--- config.mk ---
export PLATFORM = sky130hd
export DESIGN_NAME = codec_cfg_sequencer_flat
export DESIGN_NICKNAME = d
export VERILOG_FILES = /design/src/rtl/codec_cfg_sequencer_pkg.sv /design/src/rtl/codec_cfg_sequencer_if.sv /design/src/rtl/codec_cfg_sequencer_boot_rom.sv /design/src/rtl/codec_cfg_sequencer.sv /design/src/flat_wrapper.sv
export SDC_FILE = /design/constraint.sdc
export NUM_CORES = 1
export LEC_CHECK = 0
export CORE_MARGIN = 8
export CORE_UTILIZATION = 25
export CTS_CLUSTER_DIAMETER = 30
export DETAILED_ROUTE_END_ITERATION = 16
export PLACE_DENSITY = 0.52
export SLEW_MARGIN = 20
export SYNTH_ARGS = -nofsm -noshare
export SYNTH_HDL_FRONTEND = slang
export SYNTH_HIERARCHICAL = 1
export SYNTH_SLANG_ARGS = --single-unit
--- constraint.sdc ---
create_clock -name clk_i2c -period 2.4 [get_ports clk_i2c]
set_input_delay 0.6 -clock clk_i2c [delete_from_list [all_inputs] [get_ports clk_i2c]]
set_output_delay 0.6 -clock clk_i2c [all_outputs]
set_load 0.05 [all_outputs]
--- src/rtl/codec_cfg_sequencer_pkg.sv ---
// Shared definitions for the codec configuration sequencer: codec register
// addresses, soft-mute data words, FSM and source-select enums, and the
// helper that assembles a 24-bit I2C transaction word.
package codec_cfg_pkg;

  localparam logic [6:0] REG_LVOL  = 7'h02;
  localparam logic [6:0] REG_RVOL  = 7'h03;
  localparam logic [6:0] REG_DPATH = 7'h05;
  localparam logic [6:0] REG_RESET = 7'h0F;

  localparam logic [8:0] MUTE_ON_DATA  = 9'h00E;
  localparam logic [8:0] MUTE_OFF_DATA = 9'h006;

  typedef enum logic [1:0] {
    ST_IDLE,
    ST_ISSUE,
    ST_WAIT,
    ST_GAP
  } state_t;

  typedef enum logic [1:0] {
    SRC_BOOT,
    SRC_L,
    SRC_R,
    SRC_M
  } src_t;

  // Address byte carries R/W=0 since the codec is write-only from here.
  function automatic logic [23:0] buildTxWord(input logic [6:0] devAddr,
                                              input logic [6:0] regAddr,
                                              input logic [8:0] data);
    return {devAddr, 1'b0, regAddr, data};
  endfunction

  function automatic logic [8:0] muteData(input logic muted);
    return muted ? MUTE_ON_DATA : MUTE_OFF_DATA;
  endfunction

endpackage

--- src/rtl/codec_cfg_sequencer_if.sv ---
// Transaction handshake between the sequencer (master) and the I2C byte
// controller (slave). tx_nack is only meaningful while tx_done is high.
interface codec_cfg_sequencer_if;
  logic        tx_req;
  logic [23:0] tx_data;
  logic        tx_done;
  logic        tx_nack;

  modport master (output tx_req, output tx_data, input tx_done, input tx_nack);
  modport slave  (input tx_req, input tx_data, output tx_done, output tx_nack);
endinterface

--- src/rtl/codec_cfg_sequencer_boot_rom.sv ---
// Boot table: combinational map from table index to the codec register
// address and 9-bit data word. Indices past the populated entries read zero.
module codec_boot_rom
  import codec_cfg_pkg::*;
#(
  parameter int NUM_CMDS = 9,
  parameter int IDXW     = 4
) (
  input  logic [IDXW-1:0] idx_i,
  output logic [6:0]      reg_o,
  output logic [8:0]      data_o
);

  // Table lookup; reset first, datapath/unmute last so the codec comes up quiet.
  always_comb begin
    reg_o  = '0;
    data_o = '0;
    if (int'(idx_i) < NUM_CMDS) begin
      case (int'(idx_i))
        0: begin reg_o = REG_RESET; data_o = 9'h000; end
        1: begin reg_o = 7'h06;     data_o = 9'h000; end
        2: begin reg_o = 7'h08;     data_o = 9'h002; end
        3: begin reg_o = REG_LVOL;  data_o = 9'h074; end
        4: begin reg_o = REG_RVOL;  data_o = 9'h074; end
        5: begin reg_o = 7'h07;     data_o = 9'h001; end
        6: begin reg_o = 7'h09;     data_o = 9'h001; end
        7: begin reg_o = 7'h04;     data_o = 9'h016; end
        8: begin reg_o = REG_DPATH; data_o = 9'h006; end
        default: begin reg_o = '0; data_o = '0; end
      endcase
    end
  end

endmodule

--- src/rtl/codec_cfg_sequencer.sv ---
// Codec configuration sequencer: replays the boot table to the codec over
// the I2C transaction handshake, retries NACKed writes, reports a failed
// boot, restarts on request and queues runtime left/right volume writes
// behind the boot sequence.
// Optional soft mute (register 0x05 writes on mute changes) is built when
// CODEC_SOFT_MUTE_EN is defined; the default build has no mute input.
module codec_cfg_sequencer
  import codec_cfg_pkg::*;
#(
  parameter int         NUM_CMDS   = 9,
  parameter int         MAX_RETRY  = 3,
  parameter logic [6:0] DEV_ADDR   = 7'h1A,
  parameter int         GAP_CYCLES = 4,
  localparam int        IDXW       = (NUM_CMDS > 1) ? $clog2(NUM_CMDS) : 1
) (
  input  logic                  clk_i2c,
  input  logic                  reset,
  input  logic                  start_i,
  input  logic                  vol_wr_i,
  input  logic [8:0]            vol_l_i,
  input  logic [8:0]            vol_r_i,
`ifdef CODEC_SOFT_MUTE_EN
  input  logic                  mute_i,
`endif
  codec_cfg_sequencer_if.master tx_if,
  output logic                  busy_o,
  output logic                  cfg_done_o,
  output logic                  cfg_err_o,
  output logic [IDXW-1:0]       cur_index_o
);

  localparam int RW = (MAX_RETRY > 0) ? $clog2(MAX_RETRY + 1) : 1;
  localparam int GW = (GAP_CYCLES > 1) ? $clog2(GAP_CYCLES) : 1;
  localparam logic [RW-1:0]   MAX_RETRY_W = RW'(MAX_RETRY);
  localparam logic [GW-1:0]   GAP_LAST    = GW'(GAP_CYCLES - 1);
  localparam logic [IDXW-1:0] LAST_IDX    = IDXW'(NUM_CMDS - 1);

  state_t          state_q;
  src_t            src_q;
  logic [IDXW-1:0] curIndex_q;
  logic [RW-1:0]   retryCnt_q;
  logic [GW-1:0]   gapCnt_q;
  logic            bootPending_q;
  logic            startPend_q;
  logic            resend_q;
  logic            txReq_q;
  logic [23:0]     txData_q;
  logic            busy_q;
  logic            cfgDone_q;
  logic            cfgErr_q;

  logic [8:0]      volL_q, volL_d;
  logic [8:0]      volR_q, volR_d;
  logic            pendL_q, pendL_d;
  logic            pendR_q, pendR_d;

  logic [6:0]      romReg;
  logic [8:0]      romData;
  logic [23:0]     txWord;
  logic            doneNow, ackNow, retryNow, failNow, startNow;
  logic            clrL, clrR;

`ifdef CODEC_SOFT_MUTE_EN
  logic            muteIn_q;
  logic            muteLast_q;
  logic            pendM_q, pendM_d;
  logic            clrM;
`endif

  codec_boot_rom #(
    .NUM_CMDS (NUM_CMDS),
    .IDXW     (IDXW)
  ) u_rom (
    .idx_i  (curIndex_q),
    .reg_o  (romReg),
    .data_o (romData)
  );

  // Outcome strobes for the transaction finishing this cycle.
  always_comb begin
    doneNow  = (state_q == ST_WAIT) && tx_if.tx_done;
    ackNow   = doneNow && !tx_if.tx_nack;
    retryNow = doneNow && tx_if.tx_nack && (retryCnt_q < MAX_RETRY_W);
    failNow  = doneNow && tx_if.tx_nack && !(retryCnt_q < MAX_RETRY_W);
    startNow = startPend_q || start_i;
    clrL     = (ackNow || failNow) && (src_q == SRC_L);
    clrR     = (ackNow || failNow) && (src_q == SRC_R);
  end

  // Word to send for the selected source; resends keep the previous word.
  always_comb begin
    txWord = '0;
    case (src_q)
      SRC_BOOT: txWord = buildTxWord(DEV_ADDR, romReg, romData);
      SRC_L:    txWord = buildTxWord(DEV_ADDR, REG_LVOL, volL_q);
      SRC_R:    txWord = buildTxWord(DEV_ADDR, REG_RVOL, volR_q);
`ifdef CODEC_SOFT_MUTE_EN
      SRC_M:    txWord = buildTxWord(DEV_ADDR, REG_DPATH, muteData(muteIn_q));
`endif
      default:  txWord = '0;
    endcase
  end

  // Volume shadows and pending flags; a fresh vol_wr beats a same-cycle clear.
  always_comb begin
    volL_d  = volL_q;
    volR_d  = volR_q;
    pendL_d = pendL_q;
    pendR_d = pendR_q;
    if (clrL) pendL_d = 1'b0;
    if (clrR) pendR_d = 1'b0;
    if (cfgErr_q) begin
      pendL_d = 1'b0;
      pendR_d = 1'b0;
    end else if (vol_wr_i) begin
      volL_d  = vol_l_i;
      volR_d  = vol_r_i;
      pendL_d = 1'b1;
      pendR_d = 1'b1;
    end
  end

  // Register the volume shadows and pending flags.
  always_ff @(posedge clk_i2c) begin
    if (reset) begin
      volL_q  <= '0;
      volR_q  <= '0;
      pendL_q <= 1'b0;
      pendR_q <= 1'b0;
    end else begin
      volL_q  <= volL_d;
      volR_q  <= volR_d;
      pendL_q <= pendL_d;
      pendR_q <= pendR_d;
    end
  end

`ifdef CODEC_SOFT_MUTE_EN
  // Mute-change flag; only the final mute state at issue time is sent.
  always_comb begin
    clrM    = (ackNow || failNow) && (src_q == SRC_M);
    pendM_d = pendM_q;
    if (clrM) pendM_d = 1'b0;
    if (cfgErr_q) pendM_d = 1'b0;
    else if (muteIn_q != muteLast_q) pendM_d = 1'b1;
  end

  // Register the mute input, its previous value and the mute pending flag.
  always_ff @(posedge clk_i2c) begin
    if (reset) begin
      muteIn_q   <= 1'b0;
      muteLast_q <= 1'b0;
      pendM_q    <= 1'b0;
    end else begin
      muteIn_q   <= mute_i;
      muteLast_q <= muteIn_q;
      pendM_q    <= pendM_d;
    end
  end
`endif

  // Main sequencer: pick a source, issue, wait for the controller, then gap.
  always_ff @(posedge clk_i2c) begin
    if (reset) begin
      state_q       <= ST_IDLE;
      src_q         <= SRC_BOOT;
      curIndex_q    <= '0;
      retryCnt_q    <= '0;
      gapCnt_q      <= '0;
      bootPending_q <= 1'b1;
      startPend_q   <= 1'b0;
      resend_q      <= 1'b0;
      txReq_q       <= 1'b0;
      txData_q      <= '0;
      busy_q        <= 1'b0;
      cfgDone_q     <= 1'b0;
      cfgErr_q      <= 1'b0;
    end else begin
      if (start_i) startPend_q <= 1'b1;
      case (state_q)
        ST_IDLE: begin
          if (startNow) begin
            startPend_q   <= 1'b0;
            bootPending_q <= 1'b1;
            curIndex_q    <= '0;
            cfgDone_q     <= 1'b0;
            cfgErr_q      <= 1'b0;
            retryCnt_q    <= '0;
            resend_q      <= 1'b0;
            src_q         <= SRC_BOOT;
            busy_q        <= 1'b1;
            state_q       <= ST_ISSUE;
          end else if (resend_q) begin
            busy_q  <= 1'b1;
            state_q <= ST_ISSUE;
          end else if (bootPending_q) begin
            src_q      <= SRC_BOOT;
            retryCnt_q <= '0;
            busy_q     <= 1'b1;
            state_q    <= ST_ISSUE;
`ifdef CODEC_SOFT_MUTE_EN
          end else if (cfgDone_q && pendM_q) begin
            src_q      <= SRC_M;
            retryCnt_q <= '0;
            busy_q     <= 1'b1;
            state_q    <= ST_ISSUE;
`endif
          end else if (cfgDone_q && pendR_q && (src_q == SRC_L)) begin
            src_q      <= SRC_R;
            retryCnt_q <= '0;
            busy_q     <= 1'b1;
            state_q    <= ST_ISSUE;
          end else if (cfgDone_q && pendL_q) begin
            src_q      <= SRC_L;
            retryCnt_q <= '0;
            busy_q     <= 1'b1;
            state_q    <= ST_ISSUE;
          end else if (cfgDone_q && pendR_q) begin
            src_q      <= SRC_R;
            retryCnt_q <= '0;
            busy_q     <= 1'b1;
            state_q    <= ST_ISSUE;
          end
        end
        ST_ISSUE: begin
          if (!resend_q) txData_q <= txWord;
          resend_q <= 1'b0;
          txReq_q  <= 1'b1;
          state_q  <= ST_WAIT;
        end
        ST_WAIT: begin
          if (doneNow) begin
            txReq_q  <= 1'b0;
            gapCnt_q <= '0;
            state_q  <= ST_GAP;
            if (ackNow) begin
              retryCnt_q <= '0;
              if (src_q == SRC_BOOT) begin
                if (curIndex_q == LAST_IDX) begin
                  cfgDone_q     <= 1'b1;
                  bootPending_q <= 1'b0;
                end else begin
                  curIndex_q <= curIndex_q + 1'b1;
                end
              end
            end else if (retryNow) begin
              retryCnt_q <= retryCnt_q + 1'b1;
              resend_q   <= 1'b1;
            end else begin
              retryCnt_q <= '0;
              if (src_q == SRC_BOOT) begin
                cfgErr_q      <= 1'b1;
                bootPending_q <= 1'b0;
              end
            end
          end
        end
        ST_GAP: begin
          if (gapCnt_q == GAP_LAST) begin
            busy_q  <= 1'b0;
            state_q <= ST_IDLE;
          end else begin
            gapCnt_q <= gapCnt_q + 1'b1;
          end
        end
        default: state_q <= ST_IDLE;
      endcase
    end
  end

  assign tx_if.tx_req  = txReq_q;
  assign tx_if.tx_data = txData_q;
  assign busy_o        = busy_q;
  assign cfg_done_o    = cfgDone_q;
  assign cfg_err_o     = cfgErr_q;
  assign cur_index_o   = curIndex_q;

endmodule

--- src/flat_wrapper.sv ---
// flat-port wrapper written by rule: the top's interface ports become plain ports
module codec_cfg_sequencer_flat import codec_cfg_pkg::*;
#(
  parameter int         NUM_CMDS   = 9,
  parameter int         MAX_RETRY  = 3,
  parameter logic [6:0] DEV_ADDR   = 7'h1A,
  parameter int         GAP_CYCLES = 4,
  localparam int        IDXW       = (NUM_CMDS > 1) ? $clog2(NUM_CMDS) : 1
)
  (clk_i2c, reset, start_i, vol_wr_i, vol_l_i, vol_r_i, busy_o, cfg_done_o, cfg_err_o, cur_index_o, tx_if_tx_req, tx_if_tx_data, tx_if_tx_done, tx_if_tx_nack);
  codec_cfg_sequencer_if tx_if_i ();
  input  logic clk_i2c;
  input  logic reset;
  input  logic start_i;
  input  logic vol_wr_i;
  input  logic [8:0] vol_l_i;
  input  logic [8:0] vol_r_i;
  output logic busy_o;
  output logic cfg_done_o;
  output logic cfg_err_o;
  output logic [IDXW-1:0] cur_index_o;
  output wire logic [$bits(tx_if_i.tx_req)-1:0] tx_if_tx_req;
  output wire logic [$bits(tx_if_i.tx_data)-1:0] tx_if_tx_data;
  input wire logic [$bits(tx_if_i.tx_done)-1:0] tx_if_tx_done;
  input wire logic [$bits(tx_if_i.tx_nack)-1:0] tx_if_tx_nack;
  assign tx_if_tx_req = tx_if_i.tx_req;
  assign tx_if_tx_data = tx_if_i.tx_data;
  assign tx_if_i.tx_done = tx_if_tx_done;
  assign tx_if_i.tx_nack = tx_if_tx_nack;
  codec_cfg_sequencer #(.NUM_CMDS(NUM_CMDS), .MAX_RETRY(MAX_RETRY), .DEV_ADDR(DEV_ADDR), .GAP_CYCLES(GAP_CYCLES)) u_core (.clk_i2c(clk_i2c), .reset(reset), .start_i(start_i), .vol_wr_i(vol_wr_i), .vol_l_i(vol_l_i), .vol_r_i(vol_r_i), .tx_if(tx_if_i), .busy_o(busy_o), .cfg_done_o(cfg_done_o), .cfg_err_o(cfg_err_o), .cur_index_o(cur_index_o));
endmodule
Word-level counts from Yosys, hierarchy flattened
Memory sizes are Yosys's and may differ from the RTL's. A register that Yosys moved wholly into a read port is not among the register bits.
Cells that the tools add are included.
{ "totals": {"ff_bits": 63, "output_inout_bits": 32, "memories": 1, "elab_cells": 168, "rom_bits": 160} }
{ "op_classes": {"n_lt_le_gt_ge": 2, "add_sub_neg": 3, "bitwise_logic": 2, "reduce_logical": 38, "mux": 79, "n_eq_ne": 26} }
{ "memory_table": {"columns": ["memory", "words", "word_bits", "read_ports", "rd_ports_with_merged_regs", "wr", "line", "source"], "rows": [
  ["(name not given)", 16, 10, 1, 1, 0, "codec_cfg_sequencer_boot_rom.sv:19", "case (int'(idx_i))"]
]} }
{ "ops": {"columns": ["op", "count"], "rows": [
  ["$pmux W22 S3", 1],
  ["$mux W2", 25],
  ["$mux W1", 34],
  ["$mux W4", 7],
  ["$reduce_and A6 Y1", 3],
  ["$ne A2 B2 Y1 const B", 7],
  ["$reduce_and A3 Y1", 4],
  ["$reduce_bool A2 Y1", 6],
  ["$logic_and A1 B1 Y1", 10],
  ["$ne A2 B1 Y1 const B", 5],
  ["$pmux W1 S2", 5],
  ["$mux W9", 1],
  ["$ne A3 B3 Y1 const B", 3],
  ["$eq A2 B2 Y1 const B", 4],
  ["$pmux W2 S2", 2],
  ["$pmux W2 S4", 1],
  ["$pmux W4 S2", 1],
  ["$mux W7", 1],
  ["$ne A7 B1 Y1 const B", 1],
  ["$reduce_and A7 Y1", 1],
  ["$ne A3 B2 Y1 const B", 2],
  ["$ne A6 B1 Y1 const B", 1],
  ["$reduce_and A2 Y1", 3],
  ["$reduce_and A5 Y1", 1],
  ["other kinds (15)", 21]
]} }

Longest topological paths before layout
Gate-level depths: netlist (run 1).
{ "depth": {"word_depth": 8, "depth_mapped": 9, "mapped_depth_nobuf": 9} }

Hierarchy
The synthesis (run 1) kept the hierarchy.
{ "modules_own_cells": {"columns": ["module", "seq_area_each_um2", "instances", "cells_per_inst", "area_per_inst_um2"], "rows": [
  ["codec_cfg_sequencer", 1121.1, 1, 327, 2678.8],
  ["codec_boot_rom", 0.0, 1, 40, 281.5]
]} }

Least setup slack after synthesis (run 1)
No wires, ideal clock.
{ "synth_timing": {"kind": "register to register", "startpoint": "register u_core.curIndex_q[1] (netlist: u_core/cur_index_o[1])", "endpoint": "register u_core.curIndex_q[3] (netlist: u_core/cur_index_o[3])", "setup_time_ns": 0.116, "arrival_time_ns": 1.967, "stages_incl_launch_ff": 8, "slack_ns": 0.316, "t_required_ns": 2.284, "path_cell_list": "dfxtp_1 -> inv_1 -> ha_1 -> and3b_1 -> clkbuf_1 -> o21ai_1 -> a311oi_1 -> a41o_1"} }
{ "synth_between": {"elab_chain_cells": 6, "word_cells_on_any_way": 9, "classes_between": "1 x add/sub; 2 x eq/ne; 5 x mux; 1 x reduce/logical"} }
{ "synth_lines": {"columns": ["element", "line", "source"], "rows": [
  ["start, declared", "codec_cfg_sequencer.sv:40", "logic [IDXW-1:0] curIndex_q;"],
  ["start signal, assigned", "codec_cfg_sequencer.sv:243", "curIndex_q <= curIndex_q + 1'b1;"],
  ["$add A4 B1 Y4", "codec_cfg_sequencer.sv:243", null],
  ["$mux W4", "codec_cfg_sequencer.sv:239", "if (curIndex_q == LAST_IDX) begin"],
  ["$mux W4", "codec_cfg_sequencer.sv:238", "if (src_q == SRC_BOOT) begin"],
  ["$mux W4", "codec_cfg_sequencer.sv:236", "if (ackNow) begin"],
  ["$mux W4", "codec_cfg_sequencer.sv:232", "if (doneNow) begin"],
  ["$pmux W4 S2", "codec_cfg_sequencer.sv:180", "case (state_q)"]
]} }
Parallel ways exist; a longest one is shown, timed or not. The select of a mux whose other input is x is not followed.
A chain may end at the register's enable or synchronous reset.

Worst setup path after layout (run 1)
{ "layout_timing": {"startpoint": "register u_core.cfgErr_q (netlist: u_core/cfg_err_o)", "endpoint": "output cfg_err_o"} }
{ "layout_rtl": {"columns": ["element", "line", "source"], "rows": [
  ["start, declared", "codec_cfg_sequencer.sv:50", "logic cfgErr_q;"],
  ["start signal, assigned", "codec_cfg_sequencer.sv:177", "cfgErr_q <= 1'b0;"],
  ["start signal, assigned", "codec_cfg_sequencer.sv:187", "cfgErr_q <= 1'b0;"],
  ["start signal, assigned", "codec_cfg_sequencer.sv:252", "cfgErr_q <= 1'b1;"],
  ["end, declared", "flat_wrapper.sv:20", "output logic cfg_err_o;"]
]} }
No word-level cell between the ends.

==> flow_summary.rst, run 1 <==
.. list-table::
   :header-rows: 1

   * - Metric
     - Value
   * - Status
     - finished clean
   * - Maximum net fanout on the critical path
     - 6
   * - Number of buffers inserted to repair setup after CTS
     - 0
   * - Power density relative to cell area
     - 948 nW/um^2
   * - Number of synthesized flops with an enable pin
     - 0
   * - Vias after detailed routing
     - 2576
   * - Filler cell count in the final layout
     - 1217
   * - Worst Reg-to-Reg Cells
     - 6
   * - Number of diodes added for antenna fixing
     - 0
   * - Final net count
     - 446
   * - Weighted congestion at the end of routability-driven global placement
     - 0.806
   * - Final Setup Violations
     - 0
   * - Top FF cell, synth
     - dfxtp_1
   * - Die Outline Area
     - 15600 sq um
   * - Number of antenna violations at the first check in global routing
     - 0
   * - Post-synthesis to final-layout area growth
     - 23.5%
   * - Syn avg cell area
     - 8.07 sq um
   * - Post-Place Setup Slack
     - 0.263 ns
   * - Total number of yosys warnings
     - 6
   * - Class of the most critical setup path
     - flop to output port
   * - Detailed Routing Iterations Pass 1
     - 5
   * - First-pass GRT wire length
     - 12800 um
   * - CP startpoint kind
     - flop
   * - DRT Wirelength
     - 7600 um
   * - # clock sinks
     - 56
   * - Largest net degree at the start of global routing
     - 33
   * - I/O pin count
     - 56
   * - Cell row count
     - 39
   * - Hold_buf cts
     - 0
   * - Clock tree root buffer cell
     - clkbuf_16
   * - Count of state elements after synthesis
     - 56
   * - Post-Route Setup TNS
     - 0 ns
   * - Category of the worst setup path capture point
     - output port
   * - DRC viols
     - 0
   * - Leak Pwr
     - 1.37 nW
   * - Number of buffers added by the clock tree synthesis step
     - 5
   * - CTS tree
     - built
   * - CP Depth
     - 1
   * - FF-to-FF setup slack
     - 0.48 ns
   * - Global routing usage summed across all routing layers
     - 0.0969
   * - Most common cell in the netlist
     - dfxtp_1
   * - Cell depth of the worst hold path
     - 2
   * - Effective utilization at floorplan
     - 0.258
   * - CP arrival
     - 1.61 ns
   * - Via count of the first global-routing pass
     - 2505
   * - Endpoint required time on the critical path
     - 1.80 ns
   * - CP Cell Sequence
     - clkdlybuf4s50_1
   * - Largest delay share family, worst path
     - buffers and inverters
   * - Number of buffers on the longest clock path
     - 2
   * - Clk pin slew, worst setup/hold paths
     - 0.07 ns
   * - Antenna-violating nets left
     - 0
   * - Slowest Stage Delay on Critical Path
     - 0.86 ns
   * - Worst IR Drop VDD
     - 0.591 mV
   * - RSZ-0062 raised after global routing
     - false
   * - Fin. max-slew vios
     - 0
   * - Share of synthesized area occupied by flip-flops and latches
     - 0.379
   * - Final cycle utilization of the critical path
     - 0.921
   * - Cell count after synthesis
     - 367
   * - Count of maximum capacitance violations
     - 0
   * - Post-cts sizing count
     - 0
   * - Smallest setup slack after layout
     - 0.189 ns
   * - Transition at the pin with the smallest max-transition slack
     - 0.716 ns
   * - Share of final-layout standard cells stronger than drive strength 1
     - 0.0691
   * - Overall overflow remaining after global route
     - 0
   * - Fraction of registers with async set/reset
     - 0
   * - Core Box Area
     - 11500 sq um
   * - Width of the die
     - 125 um
   * - Vert. Die Dim
     - 125 um
   * - Time the worst path needs with I/O delays and setup
     - 2.21 ns
   * - Cell types with the highest counts after synthesis
     - dfxtp_1 (56), nand2_1 (50), a21oi_1 (48)
   * - Worst hold path class
     - flop to flop
   * - I/O Buffers
     - 50
   * - DPL Wire Length
     - 5770 um
   * - Top post-synthesis cells by area
     - dfxtp_1 (38%), a21oi_1 (8.1%), ha_1 (7.6%), nand2_1 (6.3%), buf_4 (3.6%)
   * - Worst-case headroom to the max-slew limit
     - 0.523
   * - Average routed wire per standard cell
     - 13.9 um
   * - Depth of the CTS H-tree
     - 2
   * - Upper clock frequency limit
     - 452 MHz
   * - Number of buffer and inverter stages on the critical path
     - 1
   * - Dominant cell type by area after synthesis
     - dfxtp_1
   * - DR iter-0 viols
     - 206
   * - Slowest-stage cell, CP
     - clkdlybuf4s50_1
   * - Vias per cell
     - 4.70
   * - Synth cell types
     - 52
   * - Netlist area before placement
     - 2960 sq um
   * - Hold violation count in the final report
     - 0
   * - Share of the synthesized area in the top cell type
     - 0.379
   * - Clock insertion delay at the later pin of the skew report
     - 0.29 ns
   * - Worst clock skew
     - 0.00403 ns
   * - Worst hold margin
     - 0.451 ns
-- flip-flops by register name (all words and copies together) (netlist names), 2 cells and up --
signal / flops
u_core/volR_q: 9
u_core/state_q: 2
u_core/src_q: 2
u_core/cur_index_o: 4
u_core/gapCnt_q: 2
u_core/tx_if.tx_data: 17
u_core/volL_q: 9
u_core/retryCnt_q: 2
-- area by class of cell --
cell class / count / area, sq um / share of cell area
clock inverters: 2 / 16.3 / 0.00445
flip-flops and latches: 56 / 1120 / 0.307
well taps: 143 / 179 / 0.0490
multi-input cells: 269 / 1610 / 0.440
repair buffers: 58 / 548 / 0.150
clock buffers: 6 / 129 / 0.0353
inverters: 14 / 52.6 / 0.0144
-- routing by layer --
layer	up-vias	global-route usage	routed length, um
li1	1331	-	-
met4	0	0.0329	85
met5	-	0	0
met1	1187	0.127	3780
met3	5	0.0204	352
met2	53	0.154	3380
-- through the flow --
stage                     power, mW  instance area [sq um]   util  cells
after CTS                      3.50                   3650  0.319    548
after detailed placement       2.77                   3510  0.306    540
after global routing           3.69                   3650  0.319    548
final                          3.46                   3650  0.319    548
after global placement         2.75                   3510  0.306    540
after floorplan                2.34                   2990      -    376
-- worst paths after layout --
| path | from | endpoint |
|---|---|---|
| max | u_core/cfg_err_o | cfg_err_o |
| min | u_core/tx_if.tx_data[13] | u_core/tx_if.tx_data[13] |
| max reg2reg | u_core/state_q[0] | u_core/state_q[0] |
| min reg2reg | u_core/tx_if.tx_data[13] | u_core/tx_if.tx_data[13] |
-- kinds of logic after synthesis --
group,Yosys count,synth area share
DFF,56,0.379
adders and majority gates,18,0.0761
muxes,3,0.0101
other,2,0.00254
and+or+nand+nor,142,0.238
AOI/OAI and AO/OA,95,0.205
buffers and inverters,51,0.0892
-- placed cells by master (no fill, tap or decap), types with 2 or more instances in the layout --
master           count
clkbuf_16            5
dfxtp_1             56
nor2b_1              7
buf_4               11
o21ai_0             10
a21oi_1             48
nor2_1              28
nand2b_1             9
mux2i_1              3
a311oi_1             2
a211oi_1             4
nand2_1             50
nand3_1              9
and2_1               3
o21ai_1              4
conb_1              11
clkdlybuf4s50_1     46
o311ai_1             2
a222oi_1             9
nand3b_1             2
a31oi_1              2
nor3_1              18
inv_1               14
ha_1                18
o2111ai_1            2
o311ai_0             2
and3_1               2
nand4b_1             2
-- power by group --
part / internal (mW) / leakage (nW) / switching, mW
logic: 0.522 / 0.849 / 0.973
registers: 1.10 / 0.459 / 0.142
clock network: 0.390 / 0.0671 / 0.336
total: 2.01 / 1.37 / 1.45
(Power assumes the default switching activity.)
==> run 2, diff against run 1 <==
--- a/config.mk
+++ b/config.mk
@@ -7,6 +7,7 @@
 export LEC_CHECK = 0
 export CORE_MARGIN = 8
 export CORE_UTILIZATION = 25
+export CTS_BUF_LIST = sky130_fd_sc_hd__clkbuf_4 sky130_fd_sc_hd__clkbuf_8
 export CTS_CLUSTER_DIAMETER = 30
 export DETAILED_ROUTE_END_ITERATION = 16
 export PLACE_DENSITY = 0.52
==> flow_summary.rst, run 2 (synthesis results as in run 1) <==
.. list-table::
   :header-rows: 1

   * - Metric
     - Value
   * - Time the worst path needs with I/O delays and setup
     - 2.24 ns (was 2.21 ns)
   * - Total power after layout
     - 3.27 mW (was 3.46 mW)
   * - Effective utilization at floorplan
     - 0.258 (unchanged)
   * - Slowest Stage Delay on Critical Path
     - 0.86 ns (about the same)
   * - Post-Place Setup Slack
     - 0.263 ns (unchanged)
   * - Clk pin slew, worst setup/hold paths
     - 0.10 ns (was 0.07 ns)
   * - DRT Wirelength
     - 7600 um (about the same)
   * - Count of maximum capacitance violations
     - 0 (unchanged)
   * - Worst hold path class
     - flop to flop (unchanged)
   * - CP Depth
     - 1 (unchanged)
   * - DR iter-0 viols
     - 185 (was 206)
   * - Cell Count, Final, Fillers Out
     - 548 (unchanged)
   * - Post-Route Setup TNS
     - 0 ns (unchanged)
   * - Upper clock frequency limit
     - 446 MHz (was 452 MHz)
   * - Global routing usage summed across all routing layers
     - 0.0964 (was 0.0969)
   * - Overall overflow remaining after global route
     - 0 (unchanged)
   * - Commonest non-fill, non-tap cell in the layout
     - dfxtp_1 (unchanged)
   * - Hold violation count in the final report
     - 0 (unchanged)
   * - Maximum net fanout on the critical path
     - 6 (unchanged)
   * - FF-to-FF setup slack
     - 0.47 ns (was 0.48 ns)
   * - Width of the die
     - 125 um (unchanged)
   * - Vert. Die Dim
     - 125 um (unchanged)
   * - Antenna-violating nets left
     - 0 (unchanged)
   * - CP arrival
     - 1.64 ns (was 1.61 ns)
   * - Category of the worst setup path capture point
     - output port (unchanged)
   * - Smallest setup slack after layout
     - 0.159 ns (was 0.189 ns)
   * - Number of buffers added by the clock tree synthesis step
     - 5 (unchanged)
   * - Cell row count
     - 39 (unchanged)
   * - Hold_buf cts
     - 0 (unchanged)
   * - Weighted congestion at the end of routability-driven global placement
     - 0.806 (unchanged)
   * - Detailed Routing Iterations Pass 1
     - 5 (unchanged)
   * - Clock insertion delay at the later pin of the skew report
     - 0.30 ns (was 0.29 ns)
   * - Depth of the CTS H-tree
     - 2 (unchanged)
   * - CP Cell Sequence
     - clkdlybuf4s50_1 (unchanged)
   * - Die Outline Area
     - 15600 sq um (unchanged)
   * - Post-cts sizing count
     - 0 (unchanged)
   * - Core Box Area
     - 11500 sq um (unchanged)
   * - Number of buffers inserted to repair setup after CTS
     - 0 (unchanged)
   * - Leak Pwr
     - 1.35 nW (was 1.37 nW)
   * - Fin. max-slew vios
     - 0 (unchanged)
   * - Power density relative to cell area
     - 908 nW/um^2 (was 948 nW/um^2)
   * - RSZ-0062 raised after global routing
     - false (unchanged)
   * - Launch point of the worst reg-to-reg path
     - u_core/state_q[0] (unchanged)
   * - Number of buffer and inverter stages on the critical path
     - 1 (unchanged)
   * - Final cycle utilization of the critical path
     - 0.934 (was 0.921)
   * - Largest net degree at the start of global routing
     - 33 (unchanged)
   * - I/O pin count
     - 56 (unchanged)
   * - Most used cells in the layout excluding fill and tap cells
     - dfxtp_1 (56), nand2_1 (50), a21oi_1 (48), clkdlybuf4s50_1 (46), nor2_1 (28) (unchanged)
   * - Post-synthesis to final-layout area growth
     - 21.7% (was 23.5%)
   * - Worst clock skew
     - 0.00359 ns (was 0.00403 ns)
   * - CP startpoint kind
     - flop (unchanged)
   * - Total instance count after detailed placement
     - 540 (unchanged)
   * - Status
     - finished clean (unchanged)
   * - DRC viols
     - 0 (unchanged)
   * - CTS tree
     - built (unchanged)
   * - Reg-to-reg critical path endpoint
     - u_core/state_q[0] (unchanged)
   * - Endpoint required time on the critical path
     - 1.80 ns (about the same)
   * - Largest delay share family, worst path
     - buffers and inverters (unchanged)
   * - Worst IR Drop VDD
     - 0.600 mV (was 0.591 mV)
   * - Average routed wire per standard cell
     - 13.9 um (about the same)
   * - I/O Buffers
     - 50 (unchanged)
   * - Vias per cell
     - 4.68 (was 4.70)
   * - Final net count
     - 446 (unchanged)
   * - Number of buffers on the longest clock path
     - 2 (unchanged)
   * - # clock sinks
     - 56 (unchanged)
   * - First-pass GRT wire length
     - 12800 um (about the same)
   * - Number of diodes added for antenna fixing
     - 0 (unchanged)
   * - Clock tree root buffer cell
     - clkbuf_8 (was clkbuf_16)
   * - Number of antenna violations at the first check in global routing
     - 0 (unchanged)
   * - Share of final-layout standard cells stronger than drive strength 1
     - 0.0716 (was 0.0691)
   * - Worst Reg-to-Reg Cells
     - 6 (unchanged)
   * - Number of flip-flops in the largest register
     - 17 (unchanged)
   * - Vias after detailed routing
     - 2564 (was 2576)
   * - Via count of the first global-routing pass
     - 2502 (was 2505)
   * - Final Setup Violations
     - 0 (unchanged)
   * - Class of the most critical setup path
     - flop to output port (unchanged)
   * - Critical path capture point
     - cfg_err_o (unchanged)
   * - Startpoint of the worst hold path
     - u_core/tx_if.tx_data[13] (unchanged)
   * - Start point of the critical path
     - u_core/cfg_err_o (unchanged)
   * - Transition at the pin with the smallest max-transition slack
     - 0.718 ns (was 0.716 ns)
   * - Worst-case headroom to the max-slew limit
     - 0.522 (was 0.523)
   * - DPL Wire Length
     - 5770 um (unchanged)
   * - Slowest-stage cell, CP
     - clkdlybuf4s50_1 (unchanged)
## run 2: per-layer routing
metal	up-vias	GRT usage	part of all wire
li1	1330	-	-
met1	1168	0.127	0.49
met2	62	0.151	0.44
met3	4	0.0221	0.052
met4	0	0.0322	0.011
met5	-	0	0
## run 2: how the worst min path moves through the flow
stage | end | slack [ns] | depth (start not counted)
2_1_floorplan | u_core/volL_q[0] | 0.44 | 2
3_3_place_gp | u_core/tx_if.tx_data[13] | 0.44 | 2
3_5_place_dp | u_core/tx_if.tx_data[13] | 0.45 | 2
4_1_cts | u_core/tx_if.tx_data[13] | 0.46 | 2
5_1_grt | u_core/volL_q[7] | 0.49 | 2
6_report | u_core/tx_if.tx_data[13] | 0.46 | 2
## run 2: stage by stage
step / hold slack [ns] / cell area (sq um) / util
after floorplan: 0.436 / 2990 / -
after global placement: 0.444 / 3510 / 0.306
after detailed placement: 0.445 / 3510 / 0.306
after CTS: 0.460 / 3600 / 0.314
after global routing: 0.489 / 3600 / 0.314
final: 0.455 / 3600 / 0.314
## run 2: layout make-up
cell class / count / area (sq um)
clock buffer: 6 / 76.3
clock inverter: 2 / 16.3
fill: 1221 / 7870
inverter: 14 / 52.6
multi-input combinational: 269 / 1610
sequential: 56 / 1120
tap: 143 / 179
timing repair buffer: 58 / 548
## run 2: power breakdown
part           switching, mW  internal (mW)  total [mW]  leakage [nW]
Combinational          0.976          0.522        1.50         0.849
Sequential             0.142           1.10        1.24         0.459
Clock                  0.309          0.220       0.529        0.0448
